File: src/rtl/dca_matrix_row_drainer_pkg.sv
// dca_matrix_row_drainer_pkg: shared dimension helpers and the drain FSM state type
// used by the DCA matrix row drainer and its row holding register.
package dca_matrix_row_drainer_pkg;

  typedef enum logic [2:0] {
    DRAIN_IDLE,
    DRAIN_XPOSE,
    DRAIN_LOAD,
    DRAIN_SEND,
    DRAIN_FIN
  } drain_state_e;

  // Width of one matrix row: N elements of bw bits each.
  function automatic int unsigned row_width(input int unsigned n, input int unsigned bw);
    return n * bw;
  endfunction

  // Row counter width; must hold the value N itself, not just N-1.
  function automatic int unsigned row_index_width(input int unsigned n);
    return $clog2(n + 1);
  endfunction

endpackage

File: src/rtl/dca_row_out_reg.sv
// dca_row_out_reg: valid/ready holding register for one row payload plus its
// index and last flag. Loads on a strobe and holds everything under backpressure.
module dca_row_out_reg #(
  parameter int unsigned BW_DATA  = 256,
  parameter int unsigned BW_INDEX = 4
) (
  input  logic                clk,
  input  logic                rst,
  input  logic                load,
  input  logic [BW_DATA-1:0]  load_data,
  input  logic [BW_INDEX-1:0] load_index,
  input  logic                load_last,
  input  logic                ready,
  output logic                valid,
  output logic [BW_DATA-1:0]  data,
  output logic [BW_INDEX-1:0] index,
  output logic                last
);

  // A load wins over a handshake so back-to-back rows keep valid high.
  always_ff @(posedge clk) begin
    if (rst) begin
      valid <= 1'b0;
      data  <= '0;
      index <= '0;
      last  <= 1'b0;
    end else if (load) begin
      valid <= 1'b1;
      data  <= load_data;
      index <= load_index;
      last  <= load_last;
    end else if (valid && ready) begin
      valid <= 1'b0;
    end
  end

endmodule

File: src/rtl/dca_matrix_row_drainer.sv
// dca_matrix_row_drainer: empties an N x N matrix register one row per transfer
// onto a valid/ready row stream, optionally transposing it first.
// Optional feature macro: DCA_MATRIX_ROW_DRAINER_PARTIAL_EN (adds drain_num_rows).
module dca_matrix_row_drainer
  import dca_matrix_row_drainer_pkg::*;
#(
  parameter  int unsigned MATRIX_SIZE_PARA = 8,
  parameter  int unsigned BW_TENSOR_SCALAR = 32,
  localparam int unsigned BW_TENSOR_ROW    = row_width(MATRIX_SIZE_PARA, BW_TENSOR_SCALAR),
  localparam int unsigned BW_ROW_INDEX     = row_index_width(MATRIX_SIZE_PARA)
) (
  input  logic                     clk,
  input  logic                     rst,
  input  logic                     start,
  input  logic                     start_transpose,
  output logic                     busy,
  output logic                     done,
  output logic                     mreg_shift_up,
  output logic                     mreg_transpose,
  input  logic [BW_TENSOR_ROW-1:0] mreg_upmost_rdata,
  output logic                     row_valid,
  input  logic                     row_ready,
  output logic [BW_TENSOR_ROW-1:0] row_data,
  output logic [BW_ROW_INDEX-1:0]  row_index,
  output logic                     row_last
`ifdef DCA_MATRIX_ROW_DRAINER_PARTIAL_EN
  ,
  input  logic [BW_ROW_INDEX-1:0]  drain_num_rows
`endif
);

  localparam logic [BW_ROW_INDEX-1:0] ROWS_FULL = BW_ROW_INDEX'(MATRIX_SIZE_PARA);
  localparam logic [BW_ROW_INDEX-1:0] ROW_ONE   = BW_ROW_INDEX'(1);

  drain_state_e                state, state_next;
  logic [BW_ROW_INDEX-1:0]     cnt;
  logic [BW_ROW_INDEX-1:0]     num_rows;
  logic [BW_ROW_INDEX-1:0]     start_rows;
  logic                        load;
  logic                        load_last;

`ifdef DCA_MATRIX_ROW_DRAINER_PARTIAL_EN
  assign start_rows = (drain_num_rows > ROWS_FULL) ? ROWS_FULL : drain_num_rows;

  // Row count for this drain, captured together with start.
  always_ff @(posedge clk) begin
    if (rst)
      num_rows <= '0;
    else if (state == DRAIN_IDLE && start)
      num_rows <= start_rows;
  end
`else
  assign start_rows = ROWS_FULL;
  assign num_rows   = ROWS_FULL;
`endif

  assign load_last = (cnt == num_rows - ROW_ONE);

  // State register.
  always_ff @(posedge clk) begin
    if (rst)
      state <= DRAIN_IDLE;
    else
      state <= state_next;
  end

  // Row counter: cleared on an accepted start, advanced on every row load.
  always_ff @(posedge clk) begin
    if (rst)
      cnt <= '0;
    else if (state == DRAIN_IDLE && start)
      cnt <= '0;
    else if (load)
      cnt <= cnt + ROW_ONE;
  end

  // Next state and strobes; all strobes are held low while rst is asserted so
  // a mid-drain reset does not disturb the matrix register any further.
  always_comb begin
    state_next     = state;
    load           = 1'b0;
    mreg_shift_up  = 1'b0;
    mreg_transpose = 1'b0;
    busy           = 1'b0;
    done           = 1'b0;
    if (!rst) begin
      busy = (state != DRAIN_IDLE);
      unique case (state)
        DRAIN_IDLE: begin
          if (start) begin
            if (start_transpose)
              state_next = DRAIN_XPOSE;
            else if (start_rows == '0)
              state_next = DRAIN_FIN;
            else
              state_next = DRAIN_LOAD;
          end
        end
        DRAIN_XPOSE: begin
          mreg_transpose = 1'b1;
          state_next     = (num_rows == '0) ? DRAIN_FIN : DRAIN_LOAD;
        end
        DRAIN_LOAD: begin
          load          = 1'b1;
          mreg_shift_up = 1'b1;
          state_next    = DRAIN_SEND;
        end
        DRAIN_SEND: begin
          if (row_ready) begin
            if (cnt < num_rows) begin
              load          = 1'b1;
              mreg_shift_up = 1'b1;
            end else begin
              state_next = DRAIN_FIN;
            end
          end
        end
        DRAIN_FIN: begin
          done       = 1'b1;
          state_next = DRAIN_IDLE;
        end
        default: state_next = DRAIN_IDLE;
      endcase
    end
  end

  dca_row_out_reg #(
    .BW_DATA  (BW_TENSOR_ROW),
    .BW_INDEX (BW_ROW_INDEX)
  ) u_out_reg (
    .clk        (clk),
    .rst        (rst),
    .load       (load),
    .load_data  (mreg_upmost_rdata),
    .load_index (cnt),
    .load_last  (load_last),
    .ready      (row_ready),
    .valid      (row_valid),
    .data       (row_data),
    .index      (row_index),
    .last       (row_last)
  );

endmodule
File: config.mk
export PLATFORM = sky130hd
export DESIGN_NAME = dca_matrix_row_drainer
export DESIGN_NICKNAME = d
export VERILOG_FILES = /design/src/rtl/dca_matrix_row_drainer_pkg.sv /design/src/rtl/dca_row_out_reg.sv /design/src/rtl/dca_matrix_row_drainer.sv
export SDC_FILE = /design/constraint.sdc
export NUM_CORES = 1
export LEC_CHECK = 0
export CAP_MARGIN = 5
export CORE_AREA = 2 2 203 205
export CTS_CLUSTER_SIZE = 20
export DETAILED_ROUTE_END_ITERATION = 6
export DIE_AREA = 0 0 205 207
export DONT_BUFFER_PORTS = 1
export SETUP_SLACK_MARGIN = 0.4
export SYNTH_ARGS = -nofsm -noshare
export SYNTH_HDL_FRONTEND = slang
export SYNTH_HIERARCHICAL = 1
export SYNTH_SLANG_ARGS = --single-unit
File: constraint.sdc
create_clock -name clk -period 2.45 [get_ports clk]
set_input_delay 0.1225 -clock clk [delete_from_list [all_inputs] [get_ports clk]]
set_output_delay 0.1225 -clock clk [all_outputs]
set_load 0.02 [all_outputs]
# Word-level counts from Yosys, hierarchy flattened
# Cells that the tools add are included.
[totals] register_bits=269 inputBits=261 latch_bits=0 rom_bits=0 memories=0 out_inout_bits=266 elab_cells=39 ram_bits=0
[classes] shift=0 n_bitwise=0 n_eq_ne=8 n_lt_le_gt_ge=1 n_div=0 n_reduce_logical=7 muxes=16 mul=0 add_sub_neg=1
[ops] op="$pmux 3 s4" n=1
[ops] op="$mux 1" n=10
[ops] op="$mux 3" n=3
[ops] op="$eq 3x2->1 const B" n=2
[ops] op="$ne 2x2->1 const B" n=3
[ops] op="$add 4x1->4 const B" n=1
[ops] op="$eq 4x3->1 const B" n=1
[ops] op="$lt 4x4->1 const B" n=1
[ops] op="$eq 3x1->1 const B" n=1
[ops] op="$eq 3x3->1 const B" n=1
[ops] op="$logic_not 3->1" n=1
[ops] op="$reduce_and 3->1" n=1
[ops] op="$reduce_bool 3->1" n=1
[ops] op="$logic_and 1x1->1" n=2
[ops] op="$mux 2" n=1
[ops] op="$pmux 1 s2" n=1
[ops] op="$reduce_bool 2->1" n=1
[ops] op="$reduce_or 2->1" n=1

# Depth between registers and ports, before layout
# Gate-level depths: netlist (run 1).
[depth] word_depth=6 ltp_mapped=8

# By module
# The synthesis (run 1) kept the hierarchy.
[by_module_without_submodules] module="dca_row_out_reg" n_inst=1 cells_per_inst=845 area_per_inst_um2=9271.4 seq_area_each_um2=5245.0
[by_module_without_submodules] module="dca_matrix_row_drainer" n_inst=1 cells_per_inst=38 area_per_inst_um2=350.3 seq_area_each_um2=140.1

# Worst setup path after synthesis (run 1)
# OpenSTA, ideal clock, no wires.
[synth_path] kind="register -> register" from="reg state[1]" to="reg u_out_reg.data[100]" arrival_ns=1.826 required_time_ns=2.322 setup_time_ns=0.128 stages_incl_launch_ff=8 synth_period_minus_slack_ns=1.954 slack_ns=0.496 cell_sequence="dfxtp_1 -> or3b_4 -> a21oi_4 -> buf_4 -> buf_6 -> buf_6 -> mux2i_1 -> nor2_1"
[synth_via] elab_chain_cells=3 word_cells_on_any_way=4 classes_between="eq/ne: 2; mux: 2"
[synth_lines] element="start, declared" line="dca_matrix_row_drainer.sv:35" text="drain_state_e state, state_next;"
[synth_lines] element="start signal, assigned" line="dca_matrix_row_drainer.sv:64" text="state <= state_next;"
[synth_lines] element="$eq 3x2->1"
[synth_lines] element="$pmux 1 s2 *"
[synth_lines] element="$mux 1 *"
[synth_lines] element="named net mreg_shift_up" line="dca_matrix_row_drainer.sv:18" text="output logic mreg_shift_up,"
[synth_lines] element="end signal, assigned" line="dca_row_out_reg.sv:29" text="data <= load_data;"
[synth_lines] element="end, declared" line="dca_row_out_reg.sv:15" text="output logic [BW_DATA-1:0] data,"
# Mark *: on every way through the listed nets, which the timed path passes. The rest lies on a longest branch.
# A chain may end at the register's enable or synchronous reset.

# Worst setup path after layout (run 1)
[layout_path] from="reg state[1]" to="reg u_out_reg.data[101]"
[layout_via] elab_chain_cells=3 word_cells_on_any_way=4 classes_between="eq/ne: 2; mux: 2"
[layout_lines] element="$eq 3x2->1" line="dca_matrix_row_drainer.sv:88" text="unique case (state)"
[layout_lines] element="$pmux 1 s2 *" line="dca_matrix_row_drainer.sv:88"
[layout_lines] element="$mux 1 *" line="dca_matrix_row_drainer.sv:86" text="if (!rst) begin"
# Every way passes the cells marked *; elsewhere a longest branch is shown, timed or not.

==> out/results.tsv, run 1 <==
stage	metric	value	unit
outcome	status	finished, violations left	
outcome	violated checks	hold timing	
floorplanning	Die Wd	205	um
global_route	Tot GR Track Use	10.3	%
logic_synthesis	Synth Warn #	6	
logic_synthesis	Yosys cell types	25	
timing	Final Hold Vio Count	249	
timing	clock skew	7.28	ps
place	IO buf count	0	
global_route	first-pass GRT wire length	34.9	mm
finish	P&R area growth vs syn	26.8	%
logic_synthesis	post-synthesis mux area share	27.5	%
finish	most common cell after layout, fill and taps aside	dfxtp_1	
critical_path	Worst setup SP type	flop	
floorplanning	DIE HEIGHT	207	um
flow_run	# Max-Cap Violations	0	
global_route	Overflow after GRT	0	
logic_synthesis	Post-synth EDFFs	0	
logic_synthesis	Seq/Total Area, Yosys	56.0	%
finish	fill cell total of the finished layout	4097	
floorplanning	Die Area	0.0424	mm2
cts	CTS tree	yes	
timing	Hold Slack	-333	ps
cts	CTS Buffer Depth	3	
timing	worst slew pin tran	638	ps
timing	final setup fails	0	
detailed_routing	DR vias	6583	
cts	CTS clk-pin slew, worst paths	60	ps
timing	Final min period	2160	ps
finish	area of the multi-input gates	0.00380	mm2
pwr	P_leak	0.00437	uW
global_route	antenna violations before repair	2	
logic_synthesis	Seq cells post-synth	269	
global_route	vias in the first global route	5968	
detailed_routing	post-DR wirelength/cell	17.3	um
timing	fin crit share	88.2	%
critical_path	Critical Path Sink Type	flop	
finish	most frequent cells in the layout	dfxtp_1, nor2_1, mux2i_1	
floorplanning	core area	0.0404	mm2
detailed_routing	ANT nets after route	0	
floorplanning	Row Count	74	
cts	clock insertion delay at the later pin of the skew report	540	ps
pwr	pwr dens	802	mW/mm2
detailed_routing	DR WL met3	2.42	mm
timing	RSZ-0062 raised after global routing	yes	
floorplanning	number of placed I/O pins	527	
place	DP HPWL	17.4	mm
timing	Worst slew margin	57.5	%
logic_synthesis	mapped cell area	0.00962	mm2
logic_synthesis	Synth Area in Adders	0.130	%
hold_path	HP Class	input pin to flop	
finish	post-layout net count	1255	
timing	Max Fclk	463	MHz
detailed_routing	Top Layer Used	met4	
detailed_routing	Post-Route WL	26.7	mm
logic_synthesis	syn avg cell area	10.9	um2
timing	Sum Neg Setup Slack	0	ps
finish	share of layout cells above drive strength 1	6.03	%
place	GP Congestion	0.786	
critical_path	Critical Path RT	2860	ps
logic_synthesis	Synth Area in Simple Gates	11.3	%
pwr	Pwr Total	9790	uW
logic_synthesis	post-synthesis compound-gate area fraction	0.546	%
timing	fin. max-slew vios	0	
logic_synthesis	Async SR Flop Fraction	0	%
detailed_routing	M1 wire length	9.90	mm
floorplanning	initial standard-cell utilization of the core	23.8	%
cts	H-tree depth	1	
logic_synthesis	Synth Area in XOR/XNOR	0.0910	%
cts	CTS buffer count	28	
detailed_routing	vias per cell	4.26	
detailed_routing	drc violations	0	
detailed_routing	drt first-iter violations	406	
global_route	largest net degree at the start of global routing	271	
critical_path	CP Data Arrival Time	2570	ps
logic_synthesis	largest family of logic cells by synthesized area	multiplexers	
logic_synthesis	Main synth FF type	dfxtp_1	
cts	CTS Root Cell	clkbuf_16	
critical_path	Setup CP Type	flop to flop	
critical_path	CP max FO	87	
detailed_routing	routed wl met2	13.5	mm
cts	clock sinks	269	
logic_synthesis	Mapped Nets	1145	
logic_synthesis	Syn Inst Count	883	
detailed_routing	Initial DRT Pass Iterations	4	
pwr	Peak VDD IR	453	uV
finish	FF/Latch Area	0.00539	mm2
critical path, stage by stage (launching register included):
cell	delay, ps
dfxtp_2	380
or3b_4	410
a21oi_4	160
buf_4	180
buf_16	340
mux2i_1	300
nor2_1	60
metal layers:
layer	GRT usage, %	vias up
li1	-	3139
met1	11.3	3061
met2	18.5	339
met3	2.89	44
met4	4.42	0
met5	0	-
where the power goes:
| group | internal (uW) | switching [uW] |
|---|---|---|
| combinational | 440 | 340 |
| sequential | 4570 | 396 |
| clock | 2380 | 1660 |
state kept, by name (all words and copies together), names as in the netlist:
register	flops
state	3
u_out_reg/data	256
u_out_reg/last	1
u_out_reg/valid	1
cnt	4
u_out_reg/index	4
synthesized netlist by cell type, types with 2 or more instances:
master      n  share of area (%)
dfxtp_1   269                 56
nor3_1      3               0.16
buf_6      20                2.3
nor2_1    265                 10
mux2i_1   264                 27
clkbuf_1   15               0.59
inv_1       2              0.078
nand2b_1    2               0.13
buf_4       9               0.70
buf_2      14               0.73
a21oi_1     4               0.21
nand2_1     3               0.12
kinds of logic after synthesis:
group,after synthesis
AO/OA/AOI/OAI,7
XOR/XNOR,1
multiplexers,264
buffers and inverters,61
AND/OR/NAND/NOR,280
adder cells (fa/ha/maj),1
flip-flops,269
worst paths after layout:
| kind | slack, ps | from | to | depth (start not counted) |
|---|---|---|---|---|
| worst min register to register | 510 | cnt[2]$_SDFFE_PP0P_ | cnt[2]$_SDFFE_PP0P_ | 1 |
| worst max register to register | 290 | state[1]$_SDFFE_PP0P_ | u_out_reg/data[101]$_SDFFE_PP0P_ | 6 |
| worst min-delay path | -330 | rst | u_out_reg/data[245]$_SDFFE_PP0P_ | 1 |
| worst max-delay path | 290 | state[1]$_SDFFE_PP0P_ | u_out_reg/data[101]$_SDFFE_PP0P_ | 6 |
layout make-up:
type	count	share of cell area, %
sequential	269	44.1
multi-input combinational	553	31.2
timing repair buffer	139	11.9
clock buffer	41	6.64
tap	532	5.45
clock inverter	7	0.543
inverter	2	0.0615
antenna	2	0.0410
per-stage QoR:
step | hold WS, ps | std cells | area (um2) | utilization, % | worst slack [ps]
global route | -364 | 1545 | 12200 | 30.2 | 212
global placement | 208 | 1366 | 10000 | 24.8 | 410
floorplan | 270 | 883 | 9620 | - | 496
CTS | -380 | 1424 | 11000 | 27.3 | 385
finish | -333 | 1545 | 12200 | 30.2 | 290
detailed placement | 214 | 1366 | 10000 | 24.8 | 377
repair_timing:
item | in CTS | in global routing
setup endpoints to repair | 80 | 163
endpoints found under the hold margin | 269 | 262
hold buffers | 7 | 115
buffers inserted | 2 | 4
pin swaps | 0 | 0
cloned | 1 | 0
resized for setup | 5 | 0
(Power assumes the default switching activity.)
==> run 2, diff against run 1 <==
--- a/config.mk
+++ b/config.mk
@@ -11,6 +11,7 @@
 export DETAILED_ROUTE_END_ITERATION = 6
 export DIE_AREA = 0 0 205 207
 export DONT_BUFFER_PORTS = 1
+export MAX_ROUTING_LAYER = met4
 export SETUP_SLACK_MARGIN = 0.4
 export SYNTH_ARGS = -nofsm -noshare
 export SYNTH_HDL_FRONTEND = slang
==> run 2 against run 1 <==
Effect of this change:
- first-iteration DRC count grew 4.2%
- register-to-register slack is essentially flat
- setup slack lost 5.9 ps
- highest routed layer unchanged
- sequential power is essentially flat
- critical path depth is the same
- clock skew shrank 0.74 ps
- the run still ends with hold timing left
- utilization grew 0.17 points
- combinational power grew 2%
==> out/results.tsv, run 2 (same netlist as run 1, synthesis figures left out) <==
stage	metric	value	unit
hold_path	HP Class	input pin to flop	
pwr	switching part of the total	24.5	%
flow_run	# Max-Cap Violations	0	
critical_path	Worst setup SP type	flop	
detailed_routing	drt first-iter violations	423	
timing	worst slew pin tran	661	ps
critical_path	buffers and inverters on the worst path	2	
timing	clock skew	6.54	ps
cts	CTS buffer count	28	
critical_path	critical path depth	6	
detailed_routing	Initial DRT Pass Iterations	5	
hold_path	Hold Path Origin	rst	
global_route	Overflow after GRT	0	
floorplanning	initial standard-cell utilization of the core	23.8	%
cts	CTS clk-pin slew, worst paths	60	ps
finish	post-layout net count	1262	
timing	fin. max-slew vios	0	
global_route	antenna violations before repair	1	
floorplanning	Row Count	74	
timing	Max Fclk	462	MHz
pwr	Comb power frac	8.1	%
timing	Sum Neg Setup Slack	0	ps
finish	most common cell after layout, fill and taps aside	dfxtp_1	
timing	Hold Slack	-337	ps
critical_path	flop2flop setup slack	280	ps
critical_path	Setup CP Type	flop to flop	
critical_path	CP Cell Sequence	or3b_4 -> a21oi_4 -> buf_4 -> buf_16 -> mux2i_1 -> nor2_1	
finish	post-layout util	30.4	%
outcome	violated checks	hold timing	
detailed_routing	ANT nets after route	0	
timing	RSZ-0062 raised after global routing	yes	
critical_path	Critical Path Sink Type	flop	
critical_path	reg2reg end	u_out_reg/data[101]$_SDFFE_PP0P_	
cts	CTS Buffer Depth	3	
critical_path	Critical Path RT	2860	ps
hold_path	Min-Delay Endpoint	u_out_reg/data[236]$_SDFFE_PP0P_	
finish	top flop regs	u_out_reg/data x256, cnt x4, u_out_reg/index x4	
floorplanning	number of placed I/O pins	527	
global_route	first-pass GRT wire length	34.9	mm
critical_path	slowest stage cell, crit path	or3b_4	
finish	max FFs per register	256	
timing	fin crit share	88.4	%
detailed_routing	Post-Route WL	26.9	mm
pwr	Psw	2400	uW
cts	CTS Root Cell	clkbuf_16	
outcome	status	finished, violations left	
detailed_routing	drc violations	0	
detailed_routing	vias per cell	4.27	
finish	largest reg by FF count	u_out_reg/data	
floorplanning	DIE HEIGHT	207	um
hold_path	hold path cells	1	
cts	clock sinks	269	
place	DP HPWL	17.4	mm
timing	Final min period	2170	ps
timing	final setup fails	0	
pwr	Power Internal	7400	uW
cts	CTS tree	yes	
critical_path	CP delay by family, top	buffers and inverters	
pwr	Flop pwr share	50.7	%
finish	share of layout cells above drive strength 1	5.99	%
timing	Worst slew margin	55.9	%
critical_path	RR Startpoint	state[1]$_SDFFE_PP0P_	
floorplanning	Die Wd	205	um
global_route	Tot GR Track Use	10.7	%
cts	H-tree depth	1	
critical_path	Reg2Reg Depth	6	
finish	most frequent cells in the layout	dfxtp_1, nor2_1, mux2i_1	
global_route	largest net degree at the start of global routing	271	
pwr	Peak VDD IR	453	uV
critical_path	CP Data Arrival Time	2580	ps
critical_path	CP max FO	87	
detailed_routing	DR vias	6620	
timing	Final Hold Vio Count	255	
pwr	pwr dens	799	mW/mm2
floorplanning	Die Area	0.0424	mm2
pwr	P_leak	0.00439	uW
critical_path	delay of the slowest critical-path stage	410	ps
finish	P&R area growth vs syn	27.5	%
global_route	vias in the first global route	5970	
place	IO buf count	0	
cts	clock insertion delay at the later pin of the skew report	540	ps
pwr	Clk network pwr share	41.2	%
detailed_routing	post-DR wirelength/cell	17.4	um
floorplanning	core area	0.0404	mm2
finish	fill cell total of the finished layout	4092	
place	GP Congestion	0.797	
-- run 2: changes by cell type in the layout (fill, tap and decap cells not counted) --
cell	before	now
dlygate4sd3_1	122	129
diode_2	2	1
-- run 2: cell type report --
type | count | area [um2] | area share, %
clock buffers | 41 | 811 | 6.61
diodes | 1 | 2.50 | 0.0204
well taps | 532 | 666 | 5.42
flip-flops and latches | 269 | 5390 | 43.9
inverters | 2 | 7.51 | 0.0612
repair buffers | 146 | 1530 | 12.4
multi-input cells | 553 | 3800 | 31.0
clock inverters | 7 | 66.3 | 0.540
-- run 2: worst max path at each step --
stage	from	endpoint	slack, ps
4_1_cts	state[1]$_SDFFE_PP0P_	u_out_reg/data[186]$_SDFFE_PP0P_	390
6_report	state[1]$_SDFFE_PP0P_	u_out_reg/data[101]$_SDFFE_PP0P_	280
5_1_grt	state[1]$_SDFFE_PP0P_	u_out_reg/data[85]$_SDFFE_PP0P_	210
3_5_place_dp	state[1]$_SDFFE_PP0P_	u_out_reg/data[12]$_SDFFE_PP0P_	380
2_1_floorplan	state[1]$_SDFFE_PP0P_	u_out_reg/data[100]$_SDFFE_PP0P_	500
3_3_place_gp	state[1]$_SDFFE_PP0P_	u_out_reg/data[224]$_SDFFE_PP0P_	410
-- run 2: power groups by stage --
stage,clock network [uW],registers [uW],logic (uW)
CTS,4190,4970,603
global route,4350,4990,860
detailed placement,0,5060,571
global placement,0,5060,548
floorplan,0,5000,593
finish,4040,4970,792
-- run 2: layer usage --
metal,vias up,track usage (%),share of wire (%)
li1,3153,-,-
met1,3076,11.6,37
met2,346,18.5,51
met3,45,2.44,9.1
met4,0,4.42,3.1
met5,-,-,0
-- run 2: through the flow --
stage / worst slack (ps) / hold WS, ps / std cells / cell area [um2] / power, uW
2_1_floorplan: 496 / 270 / 883 / 9620 / 5590
3_3_place_gp: 410 / 208 / 1366 / 10000 / 5610
3_5_place_dp: 377 / 214 / 1366 / 10000 / 5630
4_1_cts: 385 / -380 / 1424 / 11000 / 9760
5_1_grt: 213 / -364 / 1551 / 12300 / 10200
6_report: 284 / -337 / 1551 / 12300 / 9800
-- run 2: timing repair --
item | 4_1_cts | 5_1_grt
setup endpoints to repair | 80 | 161
pin swaps | 0 | 0
hold buffers | 7 | 122
hold endpoints to repair | 269 | 262
gates cloned | 1 | 0
buffers inserted | 2 | 4
resized for setup | 5 | 0
-- run 2: worst reg2reg max path: cells and delay by family, from the launching register on --
family	cells	cell delay [ps]
simple gates	2	470
flops	1	380
buf+inv	2	510
mux	1	520
compound gates	1	160
==> run 3, diff against run 2 <==
--- a/config.mk
+++ b/config.mk
@@ -5,15 +5,15 @@
 export SDC_FILE = /design/constraint.sdc
 export NUM_CORES = 1
 export LEC_CHECK = 0
+export BUFFER_PORTS_ARGS = -buffer_cell sky130_fd_sc_hd__buf_2
 export CAP_MARGIN = 5
-export CORE_AREA = 2 2 203 205
+export CORE_AREA = 2 2 205 207
 export CTS_CLUSTER_SIZE = 20
 export DETAILED_ROUTE_END_ITERATION = 6
-export DIE_AREA = 0 0 205 207
-export DONT_BUFFER_PORTS = 1
+export DIE_AREA = 0 0 207 209
 export MAX_ROUTING_LAYER = met4
 export SETUP_SLACK_MARGIN = 0.4
 export SYNTH_ARGS = -nofsm -noshare
 export SYNTH_HDL_FRONTEND = slang
-export SYNTH_HIERARCHICAL = 1
 export SYNTH_SLANG_ARGS = --single-unit
+export TNS_END_PERCENT = 100
==> run 3 against run 2 <==
Effect of this change:
- the flow now finishes without violations
- clock skew increased by 4.6 ps
- worst hold slack better by 660 ps
- non-clock buffer count increased by 658
- global-route usage is 3.4 points higher
- die area up 2.0%
- combinational power is 130% higher
- total power increased by 11%
- setup slack improved by 160 ps
- routed wire length up 17%
- fmax increased by 8.0%
- via count increased by 28%
- sequential power is 2% lower
- critical path type is now flop to output pin
- largest power group unchanged
- highest routed layer unchanged
==> out/results.tsv, run 3 <==
stage	metric	value	unit
cts	CTS tree	yes	
global_route	Overflow after GRT	0	
timing	Max Fclk	499	MHz
timing	fin crit share	81.9	%
critical_path	Critical Path RT	2330	ps
logic_synthesis	mapped cell area	0.00836	mm2
cts	CTS clk-pin slew, worst paths	60	ps
pwr	pwr dens	726	mW/mm2
timing	RSZ-0062 raised after global routing	yes	
place	IO buf count	526	
finish	most frequent cells in the layout	buf_2, dfxtp_1, dlygate4sd3_1	
detailed_routing	drt first-iter violations	643	
detailed_routing	DR vias	8448	
timing	Worst slew margin	53.7	%
finish	fill cell total of the finished layout	3922	
flow_run	# Max-Cap Violations	0	
logic_synthesis	most frequent cell after synthesis	dfxtp_1	
floorplanning	number of placed I/O pins	527	
timing	Hold Slack	323	ps
cts	H-tree depth	1	
detailed_routing	post-DR wirelength/cell	16.1	um
logic_synthesis	post-synth top area share	64.4	%
outcome	status	complete, no violations	
critical_path	CP Data Arrival Time	1880	ps
logic_synthesis	Main synth FF type	dfxtp_1	
detailed_routing	Post-Route WL	31.4	mm
logic_synthesis	Syn Inst Count	624	
detailed_routing	ANT nets after route	0	
logic_synthesis	post-synth top area cell	dfxtp_1	
cts	clock sinks	269	
logic_synthesis	Synth area leaders	dfxtp_1, a22o_1, buf_6	
detailed_routing	Initial DRT Pass Iterations	5	
critical_path	CP max FO	17	
finish	max FFs per register	256	
logic_synthesis	Post-synth EDFFs	0	
finish	largest reg by FF count	u_out_reg.data	
floorplanning	core area	0.0413	mm2
critical_path	Worst setup SP type	flop	
global_route	largest net degree at the start of global routing	134	
logic_synthesis	most instantiated cells after synthesis	dfxtp_1, a22o_1, buf_2, buf_6, clkbuf_1	
global_route	first-pass GRT wire length	48.2	mm
timing	final setup fails	0	
finish	top flop regs	u_out_reg.data x256, cnt x4, u_out_reg.index x4	
hold_path	HP Class	input pin to flop	
floorplanning	Die Wd	207	um
detailed_routing	vias per cell	4.32	
logic_synthesis	Seq/Total Area, Yosys	64.4	%
timing	fin. max-slew vios	0	
place	DP HPWL	18.9	mm
timing	clock skew	11.1	ps
logic_synthesis	syn avg cell area	13.4	um2
logic_synthesis	Mapped Nets	886	
place	GP Congestion	0.818	
global_route	antenna violations before repair	0	
floorplanning	DIE HEIGHT	209	um
pwr	P_leak	0.00727	uW
floorplanning	Row Count	75	
finish	share of layout cells above drive strength 1	41.8	%
timing	worst slew pin tran	694	ps
finish	P&R area growth vs syn	79.5	%
critical_path	Setup CP Type	flop to output pin	
detailed_routing	drc violations	0	
timing	Final min period	2010	ps
cts	clock insertion delay at the later pin of the skew report	550	ps
logic_synthesis	Seq cells post-synth	269	
global_route	Tot GR Track Use	14.0	%
finish	most common cell after layout, fill and taps aside	buf_2	
logic_synthesis	Async SR Flop Fraction	0	%
floorplanning	Die Area	0.0433	mm2
logic_synthesis	Synth Warn #	0	
timing	Final Hold Vio Count	0	
cts	CTS buffer count	28	
pwr	Peak VDD IR	435	uV
floorplanning	initial standard-cell utilization of the core	20.3	%
critical_path	Critical Path Sink Type	output pin	
global_route	vias in the first global route	8760	
pwr	Pwr Total	10900	uW
cts	CTS Root Cell	clkbuf_16	
cts	CTS Buffer Depth	3	
finish	post-layout net count	1661	
timing	Sum Neg Setup Slack	0	ps
logic_synthesis	Yosys cell types	29	
==> run 3: cell count changes after synthesis, moves of 3 or more <==
cell,delta
nor2_1,-262
buf_2,+9
mux2i_1,-262
clkbuf_1,-7
buf_6,+3
buf_4,-4
a22o_1,+260
==> run 3: cell type report <==
type                       count  area, um2  share of cell area, %
clock inverter                 7       91.3                  0.608
inverter                       1       3.75                 0.0250
antenna                        1       2.50                 0.0167
tap                          539        674                   4.49
timing repair buffer         804       5490                   36.5
sequential                   269       5390                   35.9
multi-input combinational    295       2550                   17.0
clock buffer                  40        817                   5.44
==> run 3: report_power, final <==
part,leakage (uW),switching (uW),internal [uW]
Combinational,0.00462,948,894
Clock,0.000445,1690,2510
Sequential,0.00220,183,4680
==> run 3: through the flow <==
| step | setup slack [ps] | utilization [%] | cell area [um2] | std cells |
|---|---|---|---|---|
| after floorplan | 937 | - | 8360 | 624 |
| final | 444 | 36.4 | 15000 | 1956 |
| after global routing | 356 | 36.4 | 15000 | 1955 |
| after CTS | 353 | 36.3 | 15000 | 1955 |
| after global placement | 653 | 27.7 | 11400 | 1644 |
| after detailed placement | 616 | 27.7 | 11400 | 1644 |
==> run 3: worst paths after layout <==
kind	startpoint	end	slack [ps]	cells after the start
min reg2reg	u_out_reg.last$_SDFFE_PP0P_	u_out_reg.last$_SDFFE_PP0P_	460	2
max	state[1]$_SDFFE_PP0P_	mreg_shift_up	440	4
max reg2reg	state[1]$_SDFFE_PP0P_	u_out_reg.data[17]$_SDFFE_PP0P_	520	6
min	mreg_upmost_rdata[238]	u_out_reg.data[238]$_SDFFE_PP0P_	320	3
==> run 3: critical path, stage by stage, from the launching register on <==
cell	delay (ps)
dfxtp_2	390
or3b_4	420
a21oi_4	160
buf_12	180
buf_2	190
==> run 3: timing repair <==
item / 4_1_cts / 5_1_grt
hold buffers: 262 / 0
gates cloned: 1 / 0
pin swaps: 0 / 0
endpoints found under the setup margin: 2 / 59
resized for setup: 1 / 3
setup buffers: 1 / 0
hold endpoints to repair: 264 / 0
==> run 3: cell families after synthesis <==
kind of cell | synth area share (%)
DFF | 64.4
xor gates and xnor gates | 0.105
AOI/OAI and AO/OA | 28.2
muxes | 0.239
buffers and inverters | 5.33
adders and majority gates | 0.150
and+or+nand+nor | 1.57
==> run 3: per-layer routing <==
layer / part of all wire (%) / vias to the layer above / global-route usage (%) / wire [um]
met3: 7.0 / 74 / 3.11 / 2210
met2: 49 / 418 / 23.6 / 15400
li1: - / 3951 / - / -
met4: 3.7 / 0 / 5.96 / 1150
met1: 40 / 4005 / 16.1 / 12600
met5: 0 / - / - / 0
